File: src/rtl/key_entry_tx.sv
// -----------------------------------------------------------------------------
// key_entry_tx
//   Keypad front-end for the lock core. The ten digit keys and the
//   sure/change/open buttons are synchronised and debounced as one vector.
//   Each accepted press is queued in a 4-deep FIFO. It is then replayed as a
//   one-hot din word with a single-cycle load strobe, or as a single-cycle
//   sure/change/open pulse. Order is preserved.
//
//   Optional feature (macro AUTO_SURE_EN): when a load strobe brings digit_cnt
//   up to DIGITS, one extra sure transfer is inserted right after that
//   transfer. It takes priority over the FIFO head.
//
// Ports
//   clk         system clock
//   rst         synchronous active-low reset
//   key_raw     raw digit buttons, bit i = digit i
//   sure_raw    raw confirm button
//   change_raw  raw change-password button
//   open_raw    raw open button
//   din         one-hot digit to the lock core (0 for commands)
//   load        digit strobe, 1 cycle
//   sure        confirm strobe, 1 cycle
//   change      change strobe, 1 cycle
//   open        open strobe, 1 cycle
//   busy        FIFO non-empty or transfer in progress
//   err         1-cycle pulse on a multi-key press or a FIFO overflow
//   digit_cnt   digits sent since the last command, saturating at 15
//   fifo_cnt    FIFO occupancy, 0..4
// -----------------------------------------------------------------------------
module key_entry_tx #(
  parameter int DEBOUNCE_CYCLES = 20,
  parameter int GAP_CYCLES      = 2,
  parameter int DIGITS          = 4
) (
  input  logic       clk,
  input  logic       rst,
  input  logic [9:0] key_raw,
  input  logic       sure_raw,
  input  logic       change_raw,
  input  logic       open_raw,
  output logic [9:0] din,
  output logic       load,
  output logic       sure,
  output logic       change,
  output logic       open,
  output logic       busy,
  output logic       err,
  output logic [3:0] digit_cnt,
  output logic [2:0] fifo_cnt
);

`ifdef AUTO_SURE_EN
  localparam bit AUTO_SURE = 1'b1;
`else
  localparam bit AUTO_SURE = 1'b0;
`endif

  localparam int DCW = $clog2(DEBOUNCE_CYCLES + 1);
  localparam int GW  = (GAP_CYCLES > 1) ? $clog2(GAP_CYCLES) : 1;

  localparam logic [3:0] CODE_SURE = 4'd10;

  typedef enum logic [1:0] {IDLE, SETUP, STROBE, HOLD} state_e;

  // ---------------------------------------------------------------------------
  // Input conditioning
  // ---------------------------------------------------------------------------
  logic [12:0]    sync1_q, sync2_q, cand_q, acc_q;
  logic [DCW-1:0] deb_cnt_q;
  logic           deb_stable, press, press_onehot;
  logic [3:0]     press_code;

  assign deb_stable = (deb_cnt_q == DCW'(DEBOUNCE_CYCLES));
  // A press happens only on the cycle the accepted vector leaves all-zero.
  assign press        = deb_stable && (acc_q == '0) && (cand_q != '0);
  assign press_onehot = ((cand_q & (cand_q - 13'd1)) == '0);

  // NOTE: every variable assigned in always_comb gets a default first, so no latch is inferred.
  always_comb begin
    press_code = '0;
    for (int i = 0; i < 13; i++) begin
      if (cand_q[i]) press_code = 4'(i);
    end
  end

  // NOTE: sequential state uses <= so every register samples pre-edge values.
  always_ff @(posedge clk) begin
    if (!rst) begin
      sync1_q   <= '0;
      sync2_q   <= '0;
      cand_q    <= '0;
      deb_cnt_q <= '0;
      acc_q     <= '0;
    end else begin
      sync1_q <= {open_raw, change_raw, sure_raw, key_raw};
      sync2_q <= sync1_q;
      if (sync2_q != cand_q) begin
        cand_q    <= sync2_q;
        deb_cnt_q <= '0;
      end else if (!deb_stable) begin
        deb_cnt_q <= deb_cnt_q + DCW'(1);
      end
      if (deb_stable) acc_q <= cand_q;
    end
  end

  // ---------------------------------------------------------------------------
  // FIFO and transfer control
  // ---------------------------------------------------------------------------
  logic [3:0]    mem_q [4];
  logic [1:0]    wr_ptr_q, rd_ptr_q;
  logic [2:0]    fifo_cnt_q, fifo_cnt_d;
  state_e        state_q, state_d;
  logic [3:0]    code_q;
  logic [GW-1:0] gap_q;
  logic          auto_q, err_q, err_d;
  logic [3:0]    digit_cnt_q, digit_cnt_d;
  logic          fifo_empty, fifo_full, push_req, push_ok, pop;
  logic          gap_last, xfer_slot, start_xfer, auto_set;

  assign fifo_empty = (fifo_cnt_q == 3'd0);
  assign fifo_full  = (fifo_cnt_q == 3'd4);
  assign gap_last   = (gap_q == GW'(GAP_CYCLES - 1));

  // A new transfer may start from IDLE or straight out of the last HOLD cycle.
  // Starting from HOLD keeps back-to-back transfers at 2 + GAP_CYCLES cycles.
  assign xfer_slot  = (state_q == IDLE) || ((state_q == HOLD) && gap_last);
  assign start_xfer = xfer_slot && (auto_q || !fifo_empty);
  assign pop        = start_xfer && !auto_q;

  assign push_req = press && press_onehot;
  // A full FIFO still takes the write if the head leaves in the same cycle.
  assign push_ok  = push_req && (!fifo_full || pop);
  assign err_d    = (press && !press_onehot) || (push_req && !push_ok);

  assign auto_set = AUTO_SURE && load && (digit_cnt_q == 4'(DIGITS - 1));

  always_comb begin
    fifo_cnt_d = fifo_cnt_q;
    if (push_ok && !pop)      fifo_cnt_d = fifo_cnt_q + 3'd1;
    else if (!push_ok && pop) fifo_cnt_d = fifo_cnt_q - 3'd1;
  end

  always_comb begin
    digit_cnt_d = digit_cnt_q;
    if (load && (digit_cnt_q != 4'd15)) digit_cnt_d = digit_cnt_q + 4'd1;
    else if (sure || change || open)    digit_cnt_d = 4'd0;
  end

  // NOTE: the FIFO storage has no reset; the pointers and count define which entries are valid.
  always_ff @(posedge clk) begin
    if (push_ok) mem_q[wr_ptr_q] <= press_code;
  end

  // FSM state register plus the datapath it steers.
  always_ff @(posedge clk) begin
    if (!rst) begin
      state_q     <= IDLE;
      wr_ptr_q    <= '0;
      rd_ptr_q    <= '0;
      fifo_cnt_q  <= '0;
      code_q      <= '0;
      gap_q       <= '0;
      auto_q      <= 1'b0;
      err_q       <= 1'b0;
      digit_cnt_q <= '0;
    end else begin
      state_q     <= state_d;
      fifo_cnt_q  <= fifo_cnt_d;
      err_q       <= err_d;
      digit_cnt_q <= digit_cnt_d;
      if (push_ok) wr_ptr_q <= wr_ptr_q + 2'd1;
      if (pop)     rd_ptr_q <= rd_ptr_q + 2'd1;
      if (start_xfer) code_q <= auto_q ? CODE_SURE : mem_q[rd_ptr_q];
      if (state_q == STROBE)    gap_q <= '0;
      else if (state_q == HOLD) gap_q <= gap_q + GW'(1);
      if (auto_set)                  auto_q <= 1'b1;
      else if (start_xfer && auto_q) auto_q <= 1'b0;
    end
  end

  // Next-state logic
  always_comb begin
    state_d = state_q;
    unique case (state_q)
      IDLE:    if (start_xfer) state_d = SETUP;
      SETUP:   state_d = STROBE;
      STROBE:  state_d = HOLD;
      HOLD:    if (gap_last) state_d = start_xfer ? SETUP : IDLE;
      default: state_d = IDLE;
    endcase
  end

  // Output logic
  always_comb begin
    din    = '0;
    load   = 1'b0;
    sure   = 1'b0;
    change = 1'b0;
    open   = 1'b0;
    if ((state_q != IDLE) && (code_q < 4'd10)) din = 10'(1) << code_q;
    if (state_q == STROBE) begin
      unique case (code_q)
        4'd10:   sure   = 1'b1;
        4'd11:   change = 1'b1;
        4'd12:   open   = 1'b1;
        default: load   = 1'b1;
      endcase
    end
  end

  assign busy      = !fifo_empty || (state_q != IDLE);
  assign err       = err_q;
  assign digit_cnt = digit_cnt_q;
  assign fifo_cnt  = fifo_cnt_q;

endmodule

File: config.mk
export PLATFORM = sky130hd
export DESIGN_NAME = key_entry_tx
export DESIGN_NICKNAME = d
export VERILOG_FILES = /design/src/rtl/key_entry_tx.sv
export SDC_FILE = /design/constraint.sdc
export NUM_CORES = 1
export LEC_CHECK = 0
export CAP_MARGIN = 20
export CORE_MARGIN = 2
export CORE_UTILIZATION = 35
export CTS_BUF_LIST = sky130_fd_sc_hd__clkbuf_4
export CTS_CLUSTER_DIAMETER = 60
export CTS_CLUSTER_SIZE = 20
export DETAILED_ROUTE_END_ITERATION = 7
export DONT_BUFFER_PORTS = 1
export HOLD_SLACK_MARGIN = 0.05
export PLACE_DENSITY = 0.52
export SKIP_CTS_REPAIR_TIMING = 1
export SLEW_MARGIN = 20
export SYNTH_ARGS = -nofsm -noshare
export SYNTH_HDL_FRONTEND = slang
export SYNTH_SLANG_ARGS = --single-unit
File: constraint.sdc
create_clock -name clk -period 3.2 [get_ports clk]
set_input_delay 0.32 -clock clk [delete_from_list [all_inputs] [get_ports clk]]
set_output_delay 0.32 -clock clk [all_outputs]
set_load 0.01 [all_outputs]
== Word level (Yosys, flattened, before mapping) ==
Memory sizes are Yosys's and may differ from the RTL's. A register that Yosys moved wholly into a read port is not among the register bits.
Cells that the tools add are included.

* Memories kept: 1
* RAM bits: 16
* Bits in latches: 0
* Register bits: 72
* Output and inout port bits: 23
* Memory bits (read-only): 0
* Bits of input ports: 15

* Multiplexer cells: 31
* Multipliers: 0
* Equal/unequal tests: 12
* Bitwise operators: 2
* Reduce and logical (&&, ||, !) cells: 36
* Shift-type cells: 1
* $lt $le $gt $ge: 1
* $add $sub $neg: 8
* Div/mod/pow operators: 0

{| class="wikitable"
|+ Memory list
! name !! depth !! bits a word !! rd ports !! clocked after Yosys merged registers in !! write ports !! line !! RTL
|-
| mem_q || 4 || 4 || 1 || 1 || 1 || 110 || <nowiki>logic [3:0] mem_q [4];</nowiki>
|}

{| class="wikitable"
|+ Operator list
! operator !! count
|-
| 4-bit two-way mux || 10
|-
| 13-bit logical NOT || 2
|-
| 13-bit AND || 1
|-
| 13-bit inequality test || 1
|-
| 13-bit nonzero test || 1
|-
| 13-bit by 1-bit subtractor with 13-bit output (second input constant) || 1
|-
| 4-bit equality test (second input constant) || 3
|-
| 1-bit logical AND || 12
|-
| 1-bit two-way mux || 12
|-
| 10-bit two-way mux || 1
|-
| 1-bit by 4-bit left shift with 10-bit output (first input constant) || 1
|-
| 3-bit two-way mux || 3
|-
| 2-bit two-way mux || 4
|-
| 2-bit one-hot mux with 4 select lines || 1
|-
| 1-bit logical NOT || 6
|-
| 1-bit logical OR || 6
|-
| 2-bit nonzero test || 3
|-
| 5-bit by 1-bit adder with 5-bit output (second input constant) || 1
|-
| 5-bit equality test (second input constant) || 1
|-
| 2-bit by 1-bit adder with 2-bit output (second input constant) || 2
|-
| 4-bit by 1-bit adder with 4-bit output (second input constant) || 1
|-
| 2-bit equality test (second input constant) || 2
|-
| 4-bit less-than comparator (second input constant) || 1
|-
| 2-bit inequality test (second input constant) || 2
|-
| 12 further kinds || 13
|}

== Depth between registers and ports, before layout ==
* Depth after elaboration: 12
* Gate-level depth with buffers: 13

== Worst setup path before layout ==
OpenSTA, ideal clock, no wires.

* Path kind: reg-to-reg
* Start point: reg deb_cnt_q[0]
* End point: reg fifo_cnt_q[2] (netlist: fifo_cnt[2])
* Buffers on the path: 1
* Cell stages (with the launch flop): 14
* Data required time: 3130 ps
* Data arrival time: 2887 ps
* Clock period less this slack: 2957 ps
* Setup slack: 243 ps
* Path through: dfxtp_1 inv_1 ha_1 and4b_1 clkbuf_1 nand2_1 or4_1 nor2_1 ha_1 inv_1 fa_1 xor2_1 or3_1 a21oi_1

* Cells in the longest elaborated chain, start to end: 8
* Elaborated cells between the ends (all ways): 10
* Those cells by class: eq/ne: 1; mux: 1; reduce/logical: 8

{| class="wikitable"
|+ Ends and longest elaborated chain
! element !! line !! RTL
|-
| start, declared || 69 || <nowiki>logic [DCW-1:0] deb_cnt_q;</nowiki>
|-
| start signal, assigned || 101 || <nowiki>deb_cnt_q <= deb_cnt_q + DCW'(1);</nowiki>
|-
| 5-bit equality test * || 73 || <nowiki>assign deb_stable = (deb_cnt_q == DCW'(DEBOUNCE_CYCLES));</nowiki>
|-
| 1-bit logical AND * (2 in series) || 75 || <nowiki>assign press = deb_stable && (acc_q == '0) && (cand_q != '0);</nowiki>
|-
| 1-bit logical AND * || 131 || <nowiki>assign push_req = press && press_onehot;</nowiki>
|-
| 1-bit logical AND * || 133 || <nowiki>assign push_ok = push_req && (!fifo_full || pop);</nowiki>
|-
| named net push_ok || 118 || <nowiki>logic fifo_empty, fifo_full, push_req, push_ok, pop;</nowiki>
|-
| 1-bit logical NOT || 141 || <nowiki>else if (!push_ok && pop) fifo_cnt_d = fifo_cnt_q - 3'd1;</nowiki>
|-
| 1-bit logical AND || 141 ||
|-
| 2-bit nonzero test (no source line) || -- ||
|-
| end signal, assigned || 169 || <nowiki>fifo_cnt_q <= fifo_cnt_d;</nowiki>
|-
| end, declared || 112 || <nowiki>logic [2:0] fifo_cnt_q, fifo_cnt_d;</nowiki>
|}

Mark *: on every way through the listed nets, which the timed path passes. The rest lies on a longest branch.
A chain may end at the register's enable or synchronous reset.

== Worst setup path in the final report ==
* Start point: reg cand_q[0]
* End point: reg fifo_cnt_q[2] (netlist: fifo_cnt[2])

* Cells in the longest elaborated chain, start to end: 8
* Elaborated cells between the ends (all ways): 12
* Those cells by class: add/sub: 1; mux: 1; bitwise: 1; reduce/logical: 9

{| class="wikitable"
|+ Ends and longest elaborated chain
! element !! line !! RTL
|-
| start, declared || 68 || <nowiki>logic [12:0] sync1_q, sync2_q, cand_q, acc_q;</nowiki>
|-
| start signal, assigned || 98 || <nowiki>cand_q <= sync2_q;</nowiki>
|-
| 13-bit by 1-bit subtractor with 13-bit output || 76 || <nowiki>assign press_onehot = ((cand_q & (cand_q - 13'd1)) == '0);</nowiki>
|-
| 13-bit AND || 76 ||
|-
| 13-bit logical NOT || 76 ||
|-
| 1-bit logical AND * || 131 ||
|-
| 1-bit logical AND * || 133 ||
|-
| named net push_ok || 118 ||
|-
| 1-bit logical NOT || 141 ||
|-
| 1-bit logical AND || 141 ||
|-
| 2-bit nonzero test (no source line) || -- ||
|}

Marked as above.

==> impl_summary.md <==
STA
The slew at the pin closest to its max-slew limit is 0.672 ns. Headroom to the max-slew limit came out at 55.0%. The clock period minus final worst setup slack is 3.01 ns. The worst clock skew is 0.0155 ns. The final number of hold-violating endpoints came to 0. Of the available clock period, the critical path in the final layout requires 94.1%.

The count of pins over their slew limit came to 0. The maximum operating frequency is 332 MHz. The final hold slack is 0.141 ns.

Setup violations remaining at the end of the flow were counted as 0.

Synth
The synthesized netlist contains 49 unique library cells. The number of flip-flops and latches in the synthesized netlist is 92. The synthesized netlist cell count is 396. The cell with the most instances after synthesis is sky130_fd_sc_hd__dfxtp_1. In this run the cell area of the synthesized design comes to 0.00388 mm2.

Sorting the synthesized cells by area gives the leading types as sky130_fd_sc_hd__dfxtp_1 39%, sky130_fd_sc_hd__edfxtp_1 12%, sky130_fd_sc_hd__and2_1 6.5%. The fraction of registers with async set/reset is 0%. The count of flip-flops with a built-in enable after synthesis is 16. The biggest area contributor in the post-synthesis netlist is sky130_fd_sc_hd__dfxtp_1. The commonest cells after synthesis are 76 x sky130_fd_sc_hd__dfxtp_1, 40 x sky130_fd_sc_hd__and2_1, 37 x sky130_fd_sc_hd__nand2_1. After synthesis, flip-flops and latches occupy 51.6% of the total area. Summed over its instances, the top area cell type makes up 39.3% of the synthesized netlist area. In this run the mean area of a mapped cell was 9.79 um2. The number of nets in the synthesized netlist is 424. For this run, the number of Yosys warnings is 0. The dominant register cell in the synthesized netlist is sky130_fd_sc_hd__dfxtp_1.

Clock network
Clock-pin slew was measured on the worst setup and hold paths at 0.15 ns. In this run, CTS created clock tree buffers numbering 9. The clock tree from TritonCTS is yes.

The clock sink count is 92. The clock reaches the later pin of the worst-skew pair after 0.45 ns. Clock tree synthesis selected as its root buffer the cell sky130_fd_sc_hd__clkbuf_4. The clock passes through at most 2 buffers. The number of H-tree levels is 3.

Placement
At the end of routability-driven placement, the weighted congestion stood at 0.762. The HPWL after detailed placement is 4970 um. The port buffer count is 0.

Critical path
Of all nets on the critical path, the largest fanout is 6. The nature of the critical path startpoint is a register. The data arrival at the endpoint of the critical path is 3.40 ns. The classification of the worst setup path is register to register. For the worst setup path, the data required time is 3.58 ns. The sort of element at the end of the critical path is a register.

Floorplanning
The die area is 0.0119 mm2. The die is 109 um wide. The number of top-level pins is 38. For this configuration, the core starts out at a cell density of 35.8%.

The initialized floorplan defines 38 standard-cell rows. From bottom edge to top edge, the die measures 109 um. The core region is 0.0108 mm2.

Pwr
In this run the power spent charging and discharging nets is 0.731 mW. Per report_power, the combinational group accounts for 19.7% of the total. In this run, the clock network consumes 23.6% of the power. Overall power consumption after layout is estimated at 2.35 mW. Of the total power, the share spent switching nets is 31.1%. In this run, flip-flops and latches consume 56.7% of the power.

The cell area power density is 536 mW/mm2. Cell internal power was estimated by the tool at 1.62 mW. The worst ir drop on vdd is 0.274 mV. The static leakage is 1.72 nW.

Routing
The routed length per placed instance is 13.1 um. The met2 routed wirelength is 3340 um. The final routed wirelength across all metal layers is 7300 um. The highest metal layer used by the detailed router is met4. The remaining antenna violation count after routing is 0. The detailed router placed 2675 vias in this run. For this run, the detailed router's first-pass iteration total came to 4.

In the final routing, the length of wire on met1 measures 3450 um. The number of remaining DRC errors is 0. The total met3 wirelength after detailed routing is 404 um. The vias per cell is 4.81.

The iteration-0 DRC count of the detailed router is 136.

Worst hold path
The path class of the lowest-slack min-delay path is input port to register.

Finish
The number of nets in the finished design is 439. The fraction of layout cells with a size suffix above 1 is 11.8%. The area overhead of the layout relative to synthesis is 13.2%.

The repair_antennas step left the layout with diodes totalling 0.

Global route
Across every metal layer, demand over resource in global routing totals 12.9%. The maximum number of pins on one net before global-route repair is 42. The first global-routing pass estimated 11800 um of wire.

The via count of the first global-routing pass is 2528. The remaining global-route overflow is 0. The number of antenna violations at the first check in global routing is 0.

Job
Max-cap violations in this run came to 0.

Outcome
The run finished with clean final reports.
power by group through the flow:
stage               Sequential, mW  Clock, mW  Combinational [mW]
global route                  1.35      0.632               0.531
floorplan                     1.32          0               0.372
detailed placement            1.36          0               0.431
finish                        1.33      0.555               0.465
CTS                           1.34      0.589               0.433
global placement              1.36          0               0.423
cell type report:
class                      count  area (um2)
clock buffer                   9        67.6
fill                        1073        6450
multi-input combinational    264        1780
timing repair buffer          28         255
tap                          140         175
inverter                      16        60.1
sequential                    92        2010
clock inverter                 7        48.8
worst paths after layout:
kind	endpoint	start	slack, ns	cells past startpoint
setup / recovery	fifo_cnt[2]	cand_q[0]	0.19	11
hold / removal	state_q[0]	rst	0.14	3
setup reg to reg	fifo_cnt[2]	cand_q[0]	0.19	11
hold reg to reg	sync2_q[11]	sync1_q[11]	0.43	1
worst max-delay path, stage by stage, from the launching register on:
cell and delay (ns):
sky130_fd_sc_hd__dfxtp_4 0.39, sky130_fd_sc_hd__or4_4 0.56, sky130_fd_sc_hd__o32ai_2 0.26, sky130_fd_sc_hd__nand4_1 0.16
sky130_fd_sc_hd__o21bai_4 0.22, sky130_fd_sc_hd__nor2_2 0.12, sky130_fd_sc_hd__ha_2 0.18, sky130_fd_sc_hd__inv_1 0.05
sky130_fd_sc_hd__fa_1 0.37, sky130_fd_sc_hd__xor2_1 0.17, sky130_fd_sc_hd__or3_1 0.30, sky130_fd_sc_hd__a21oi_1 0.14
placed cells by master (no fill, tap or decap), drive strengths merged, types with 13 or more instances in the layout:
cell         synthesis  layout
a21oi               27      27
and2                40      40
buf                  3      15
dfxtp               76      76
dlygate4sd3          0      13
edfxtp              16      16
inv                 16      19
nand2               37      37
nor2                32      32
xor2                18      18
routing by layer:
layer  track usage (%)  up-vias
met2              21.6       64
li1                  -     1381
met1              15.3     1223
met4              5.42        0
met3              4.24        7
met5                 0        -
cell families (layout without fill, tap and decap cells):
kind of cell | after synthesis | count (layout) | share of synthesized area, %
AND/OR/NAND/NOR | 166 | 166 | 22.3
XOR/XNOR | 21 | 21 | 4.75
AO/OA/AOI/OAI | 54 | 54 | 8.94
adder cells (fa/ha/maj) | 14 | 14 | 4.65
multiplexers | 9 | 9 | 3.62
buffers and inverters | 40 | 60 | 4.13
flip-flops | 92 | 92 | 51.6
sequential cells by signal, summed over array words and instances (netlist names):
| name | cells |
|---|---|
| mem_q | 16 |
| digit_cnt | 4 |
| gap_last | 1 |
| code_q | 4 |
| sync2_q | 13 |
| rd_ptr_q | 2 |
| deb_cnt_q | 5 |
| fifo_cnt | 3 |
| wr_ptr_q | 2 |
| acc_q | 13 |
| sync1_q | 13 |
| state_q | 2 |
| cand_q | 13 |
| err | 1 |
through the flow:
step                      std cells  cell area [um2]  setup slack (ns)  TNS (ns)  util [%]
final                           556             4390             0.189         0      40.5
after CTS                       540             4160            0.0574         0      38.4
after global routing            556             4390           -0.0307   -0.0307      40.5
after floorplan                 396             3880             0.243         0         -
after detailed placement        524             4040             0.123         0      37.3
after global placement          524             4040             0.203         0      37.3
(Power assumes the default switching activity.)
